[src/rtl/fifo_arbiter.sv]
// fifo_arbiter: round-robin mover from four source FIFOs to four destination
// FIFOs, routed by the top two bits of each word. It also owns the shared
// almost-full / almost-empty threshold registers, loaded and checked in INIT.
module fifo_arbiter #(
  parameter int WORD_SIZE = 6,
  parameter int PTR_L     = 5,
  parameter int MEM_SIZE  = 4
) (
  input  logic                   clk,
  input  logic                   reset,
  input  logic                   init,
  input  logic [PTR_L-1:0]       full_threshold_in,
  input  logic [PTR_L-1:0]       empty_threshold_in,
  output logic [PTR_L-1:0]       full_threshold,
  output logic [PTR_L-1:0]       empty_threshold,
  output logic                   cfg_error,
  input  logic [3:0]             in_empty,
  input  logic [4*WORD_SIZE-1:0] in_data,
  output logic [3:0]             in_rd,
  input  logic [3:0]             out_almost_full,
  output logic [3:0]             out_wr,
  output logic [WORD_SIZE-1:0]   out_data,
  output logic [1:0]             grant_idx,
  output logic [3:0]             state
);

  typedef enum logic [3:0] {
    ST_RESET  = 4'b0001,
    ST_INIT   = 4'b0010,
    ST_IDLE   = 4'b0100,
    ST_ACTIVE = 4'b1000
  } state_t;

  localparam logic [PTR_L-1:0] MEM_LIM = PTR_L'(MEM_SIZE);

  state_t                 state_q, state_d;
  logic [1:0]             ptr_q;
  logic [1:0]             grant_q;
  logic [3:0]             out_wr_q;
  logic [WORD_SIZE-1:0]   out_data_q;
  logic [PTR_L-1:0]       full_thr_q;
  logic [PTR_L-1:0]       empty_thr_q;
  logic                   cfg_err_q;

  logic [WORD_SIZE-1:0]   head [4];
  logic [3:0]             elig;
  logic                   any_elig;
  logic [1:0]             gnt;
  logic [1:0]             cand;
  logic                   found;
  logic                   pop;
  logic                   cfg_ok;

  function automatic logic [3:0] onehot2(input logic [1:0] idx);
    return 4'b0001 << idx;
  endfunction

  function automatic logic [1:0] dest_of(input logic [WORD_SIZE-1:0] w);
    return w[WORD_SIZE-1 -: 2];
  endfunction

  // Split the packed heads and decide which sources can move this cycle.
  always_comb begin
    for (int i = 0; i < 4; i++) begin
      head[i] = in_data[i*WORD_SIZE +: WORD_SIZE];
      elig[i] = !in_empty[i] && !out_almost_full[dest_of(head[i])];
    end
  end

  assign any_elig = |elig;

  // Round-robin search starting just after the last granted source.
  always_comb begin
    gnt   = ptr_q;
    cand  = ptr_q;
    found = 1'b0;
    for (int k = 1; k <= 4; k++) begin
      cand = ptr_q + 2'(k);
      if (!found && elig[cand]) begin
        gnt   = cand;
        found = 1'b1;
      end
    end
  end

  // Next-state logic; a pop happens only while staying in ACTIVE.
  always_comb begin
    state_d = state_q;
    pop     = 1'b0;
    unique case (state_q)
      ST_RESET:  state_d = ST_INIT;
      ST_INIT:   if (!init) state_d = ST_IDLE;
      ST_IDLE: begin
        if (init)          state_d = ST_INIT;
        else if (any_elig) state_d = ST_ACTIVE;
      end
      ST_ACTIVE: begin
        if (init)           state_d = ST_INIT;
        else if (!any_elig) state_d = ST_IDLE;
        else                pop     = 1'b1;
      end
      default:   state_d = ST_RESET;
    endcase
  end

  assign in_rd  = pop ? onehot2(gnt) : 4'b0000;
  assign cfg_ok = (empty_threshold_in < full_threshold_in) &&
                  (full_threshold_in <= MEM_LIM);

  // State, configuration and one-cycle push pipeline; reset discards in-flight words.
  always_ff @(posedge clk) begin
    if (reset) begin
      state_q     <= ST_RESET;
      ptr_q       <= 2'd3;
      grant_q     <= 2'd3;
      out_wr_q    <= 4'b0000;
      out_data_q  <= '0;
      full_thr_q  <= '0;
      empty_thr_q <= '0;
      cfg_err_q   <= 1'b0;
    end else begin
      state_q <= state_d;
      if (state_q == ST_INIT) begin
        if (cfg_ok) begin
          full_thr_q  <= full_threshold_in;
          empty_thr_q <= empty_threshold_in;
          cfg_err_q   <= 1'b0;
        end else begin
          cfg_err_q   <= 1'b1;
        end
      end
      if (pop) begin
        ptr_q      <= gnt;
        grant_q    <= gnt;
        out_data_q <= head[gnt];
        out_wr_q   <= onehot2(dest_of(head[gnt]));
      end else begin
        out_wr_q   <= 4'b0000;
      end
    end
  end

  assign state           = state_q;
  assign out_wr          = out_wr_q;
  assign out_data        = out_data_q;
  assign grant_idx       = grant_q;
  assign full_threshold  = full_thr_q;
  assign empty_threshold = empty_thr_q;
  assign cfg_error       = cfg_err_q;

endmodule

[config.mk]
export PLATFORM = sky130hd
export DESIGN_NAME = fifo_arbiter
export DESIGN_NICKNAME = d
export VERILOG_FILES = /design/src/rtl/fifo_arbiter.sv
export SDC_FILE = /design/constraint.sdc
export NUM_CORES = 1
export LEC_CHECK = 0
export ABC_AREA = 1
export CAP_MARGIN = 15
export CORE_MARGIN = 2
export CORE_UTILIZATION = 43
export DETAILED_ROUTE_END_ITERATION = 8
export GPL_ROUTABILITY_DRIVEN = 0
export PLACE_DENSITY_LB_ADDON = 0.1
export SLEW_MARGIN = 20
export SYNTH_ARGS = -nofsm -noshare
export SYNTH_HDL_FRONTEND = slang
export SYNTH_SLANG_ARGS = --single-unit
export TNS_END_PERCENT = 50
[constraint.sdc]
create_clock -name clk -period 2.6 [get_ports clk]
set_clock_uncertainty 0.15 [all_clocks]
set_input_delay 0.39 -clock clk [delete_from_list [all_inputs] [get_ports clk]]
set_output_delay 0.39 -clock clk [all_outputs]
set_load 0.1 [all_outputs]
# ---- Word-level counts from Yosys, hierarchy flattened
# Index checks and enable logic that the tools add are counted.
dict set report op_classes {
  muxes 37
  shift 2
  n_reduce_logical 23
  n_addsub 3
  bitwise 2
  magnitude_cmp 11
  eq_ne 7
}
# op n
set ops {}
lappend ops {{2-bit by 3-bit less-than comparator with 1-bit output, second input constant} 8}
lappend ops {{4-bit two-way mux} 6}
lappend ops {{1-bit binary-select mux with 2-bit select} 8}
lappend ops {{4-bit one-hot mux with 4 select lines} 1}
lappend ops {{1-bit two-way mux} 15}
lappend ops {{6-bit binary-select mux with 2-bit select} 1}
lappend ops {{6-bit two-way mux} 2}
lappend ops {{1-bit logical NOT} 11}
lappend ops {{1-bit logical AND} 8}
lappend ops {{2-bit two-way mux} 4}
lappend ops {{1-bit by 2-bit << shifter with 4-bit output, first input constant} 2}
lappend ops {{3-bit inequality test, second input constant} 2}
lappend ops {{5-bit by 3-bit <= comparator with 1-bit output, second input constant} 1}
lappend ops {{5-bit less-than comparator} 1}
lappend ops {{2-bit adder, second input constant} 2}
lappend ops {{4-bit by 1-bit == test with 1-bit output, second input constant} 1}
lappend ops {{4-bit by 2-bit == test with 1-bit output, second input constant} 1}
lappend ops {{4-bit by 3-bit == test with 1-bit output, second input constant} 1}
lappend ops {{4-bit == test, second input constant} 1}
lappend ops {{4-bit OR reduction} 1}
lappend ops {{3-bit >= comparator, second input constant} 1}
lappend ops {{2-bit inverter with 3-bit output} 1}
lappend ops {{3-bit AND reduction} 1}
lappend ops {{2-bit by 1-bit adder with 2-bit output, second input constant} 1}
lappend ops {{other kinds (4)} 4}
dict set report word_totals {
  out_inout_bits 31
  elab_cells 92
  regBits 27
  input_bits 45
}

# ---- Longest topological paths before layout
dict set report depth {
  word_depth 21
  mapped_depth 18
  mapped_depth_nobuf 17
}

# ---- Worst setup path after synthesis
# OpenSTA, ideal clock, no wires.
dict set report synth_path {
  path_type {register to output}
  startpoint {register, netlist name grant_idx[0]}
  endpoint {output in_rd[0]}
  path_stages_with_launch 10
  arrival_time_ns 4.289
  path_slack_ns -2.229
  path_cell_list {dfxtp_1 buf_4 xor2_2 nand3_2 nand2_4 nand4_2 nand2_4 buf_12 inv_2 nor3_1}
}
# element line_no
set synth_rtl {}
lappend synth_rtl {{end, declared} 19} ;# output logic [3:0] in_rd,

# ---- Final worst setup path
dict set report layout_path {
  startpoint {input in_data[23]}
  endpoint {output in_rd[0]}
}
dict set report layout_between {
  elab_chain_cells 18
}
# element line_no
set layout_rtl {}
lappend layout_rtl {{start, declared} 18} ;# input logic [4*WORD_SIZE-1:0] in_data,
lappend layout_rtl {{1-bit binary-select mux with 2-bit select (*)} 66} ;# elig[i] = !in_empty[i] && !out_almost_full[dest_of(head[i])];
lappend layout_rtl {{1-bit two-way mux (not written as such) (*)} 66}
lappend layout_rtl {{1-bit logical NOT (*)} 66}
lappend layout_rtl {{1-bit logical AND (*)} 66}
lappend layout_rtl {{1-bit binary-select mux with 2-bit select} 79} ;# if (!found && elig[cand]) begin
lappend layout_rtl {{1-bit two-way mux (not written as such)} 79}
lappend layout_rtl {{1-bit two-way mux} 79}
lappend layout_rtl {{1-bit logical NOT} 79}
lappend layout_rtl {{[... 2 more ...]} --}
lappend layout_rtl {{1-bit logical NOT} 79}
lappend layout_rtl {{1-bit logical AND} 79}
lappend layout_rtl {{1-bit two-way mux} 79}
lappend layout_rtl {{1-bit logical NOT} 79}
lappend layout_rtl {{1-bit logical AND} 79}
lappend layout_rtl {{2-bit two-way mux} 79}
lappend layout_rtl {{1-bit by 2-bit << shifter with 4-bit output} 55} ;# return 4'b0001 << idx;
lappend layout_rtl {{4-bit two-way mux (*)} 106} ;# assign in_rd = pop ? onehot2(gnt) : 4'b0000;
# Every way passes the cells marked *; elsewhere a longest branch is shown, timed or not. The select of a mux whose other input is x is not followed.

==> summary.txt <==
Clock network
  – Clk slew on worst S/H paths: 0.09 ns
  – Root Buffer: clkbuf_8
  – Total CTS buffers: 3
  – # clock sinks: 27
  – Worst-Skew Late Latency: 0.27 ns
  – CTS Buffer Depth: 2
  – Clock tree from TritonCTS: done
  – CTS HTree Levels: 1

Route
  – Initial DRC count: 91
  – WL/cell: 12.19 µm
  – Vias: 2209
  – ANT nets after route: 0
  – Vias per cell: 4.975
  – Pre-Repair DR Iteration Count: 7
  – WL final: 5.411 mm
  – # DRC: 0

Cells and area
  – Fin area: 0.003023 mm²
  – Share of layout cells above drive strength 1: 34.77%
  – Most common cell after layout, fill and taps aside: nand2_1
  – Most frequent cells in the layout: nand2_1, buf_4, nor2_1, nand3_1, inv_1
  – Fin nets: 444
  – FF+latch area: 555.5 µm²
  – Area of the multi-input gates: 0.001318 mm²
  – Filler Cell Count: 337
  – Final core occ: 73.97%
  – Syn-to-layout area delta: 62.69%
  – N_diodes: 0
  – Layout Cells excl Fill: 444

Floorplan
  – Core ar.: 0.004086 mm²
  – Die Ht: 69.74 µm
  – Die width: 69.74 µm
  – DIE AREA: 0.004863 mm²
  – Initial core utilization: 45.47%
  – I/O pin cnt: 76
  – Cell row count: 23

Placed design
  – PortBufs: 75
  – Place WS: -0.3664 ns
  – Cell count after placement: 433
  – Post-DP HPWL: 4.082 mm
  – Cell Area, Placed: 0.002801 mm²

STA
  – Shortest period the worst path allows: 2.628 ns
  – Max-slew violations: 0
  – Slew HR: 72.66%
  – Final WS setup: -0.02827 ns
  – Fmax achieved: 380.5 MHz
  – Finish-stage setup viols: 1
  – Tcrit/Tclk final: 101.1%
  – Final hold violations: 0
  – Worst-Margin Slew: 0.4096 ns
  – RSZ-0062 raised after global routing: yes

Setup path
  – WS Path Type: input pin to primary output
  – Critical register-to-register path endpoint: out_wr[3]$_SDFF_PP0_
  – Worst r2r src: grant_idx[0]$_SDFFE_PP1P_
  – Crit path DAT: 2.09 ns
  – Type of origin of the critical path: input pin
  – CP Capture Type: primary output
  – R2R depth: 14
  – Worst reg-to-reg setup slack: 0.40 ns
  – Worst EP required: 2.06 ns
  – Critical path peak fanout: 4

Synthesis
  – Synth cell types: 27
  – Synth top area cells: dfxtp_1, nand2_1, nand3_1, nor2_1, inv_1
  – Register bit total from synthesis: 27
  – Mapped Avg Cell Area: 6.235 µm²
  – Synth Warn #: 0
  – Sequential area share after synthesis: 29.09%
  – Yosys top cell area share: 29.09%
  – Mapped Nets: 347
  – Cell Area, Synth: 0.001858 mm²
  – Post-Syn Instances: 298
  – Leading area contributor after synthesis: dfxtp_1

Global route
  – Met3 Resource Use GR: 4.360%
  – Grt met2 use: 34.08%
  – Largest net degree at the start of global routing: 15
  – Met1 GRT Util: 28.91%
  – Gr busiest metal: met2
  – Overflow after GRT: 0
  – GRT Total Usage: 20.72%
  – Vias in the first global route: 1971
  – Antenna violations before repair: 0
  – First-pass GRT wire length: 8.473 mm

Status
  – Status: finished with violations
  – Violated checks: negative setup slack

Min path
  – HP Class: flop to flop
  – Worst hold stages: 2
  – HP Start: out_data[5]$_SDFFE_PP0P_
  – End of the worst hold path: out_data[5]$_SDFFE_PP0P_

Run
  – MaxCap Viol Count: 0

Pwr
  – Leak: 1.513 nW
  – PD cells: 380.4 mW/mm²
  – Worst ir drop on vdd: 0.0003774 V
[per-stage QoR]
step / hold slack, ns / power, mW / TNS [ns]
after floorplan: 0.4027 / 0.7485 / -0.5316
after global placement: 0.3062 / 0.8862 / -2.855
after detailed placement: 0.3107 / 0.8919 / -3.220
after CTS: 0.3338 / 1.126 / 0
after global routing: 0.3692 / 1.218 / -0.2613
final: 0.3335 / 1.150 / -0.02827
[power by group]
group	internal (mW)	switching, mW
clock	0.110	0.123
sequential	0.427	0.0133
combinational	0.176	0.301
[flip-flops by register name, indices dropped and copies added (netlist names)]
signal,count
cfg_error,1
full_threshold,5
out_data,6
out_wr,4
empty_threshold,5
state,4
grant_idx,2
[layout make-up]
class / count / area share, %
Multi-Input combinational cell: 221 / 43.58
Timing Repair Buffer: 100 / 28.85
Sequential cell: 27 / 18.38
Inverter: 42 / 5.629
Tap cell: 50 / 2.070
Clock buffer: 4 / 1.490
[synth_stat cells]
cell type	instances
inv_2	8
o21ai_0	10
inv_1	34
nor4_1	3
a21boi_0	1
buf_12	1
nor2_1	40
o31ai_1	1
nand2_1	81
nand2_4	4
a31oi_1	2
nand4_1	3
buf_6	1
nand3_1	41
nand2_2	12
clkbuf_1	4
nor3_1	2
nand3_2	3
dfxtp_1	27
buf_4	1
xor2_2	1
nand4_2	1
nand3_4	1
o211ai_1	2
buf_8	1
a21oi_1	9
ha_1	4
[worst max-delay path by stage]
stage,startpoint,to,cells after the start
CTS,out_almost_full[2],in_rd[3],15
global route,in_data[23],in_rd[0],13
detailed placement,in_data[16],in_rd[2],16
global placement,in_data[16],in_rd[2],16
finish,in_data[23],in_rd[0],13
floorplan,grant_idx[0]$_SDFFE_PP1P_,in_rd[0],11
[cells by family after synthesis]
group | Yosys count | synth area share [%]
buffers and inverters | 50 | 12.19
AO/OA/AOI/OAI | 25 | 7.407
flip-flops | 27 | 29.09
AND/OR/NAND/NOR | 191 | 47.74
XOR/XNOR | 1 | 0.8757
adder cells (fa/ha/maj) | 4 | 2.694
[timing repair]
item	4_1_cts	5_1_grt
hold endpoints to repair	0	0
hold buffers	0	0
setup buffers	1	6
gates resized for setup	27	49
endpoints found under the setup margin	4	5
pin swaps	7	27
[layer usage]
layer | vias up | wire length [µm] | part of all wire, %
met1 | 984 | 2358 | 44
met3 | 8 | 375 | 6.9
met4 | 0 | 53 | 0.98
li1 | 1138 | - | -
met2 | 79 | 2623 | 48
met5 | - | 0 | 0
[critical path: stages]
cell,delay (ns)
clkdlybuf4s15_1,0.21
inv_1,0.11
nand3_2,0.12
nand2_4,0.12
nand3_4,0.10
nand2_2,0.09
nand2_2,0.08
nand2_4,0.10
nand4_1,0.15
nand2_4,0.13
inv_6,0.05
nor3_4,0.22
buf_12,0.20
No activity file was read; power rests on OpenSTA's default activity.
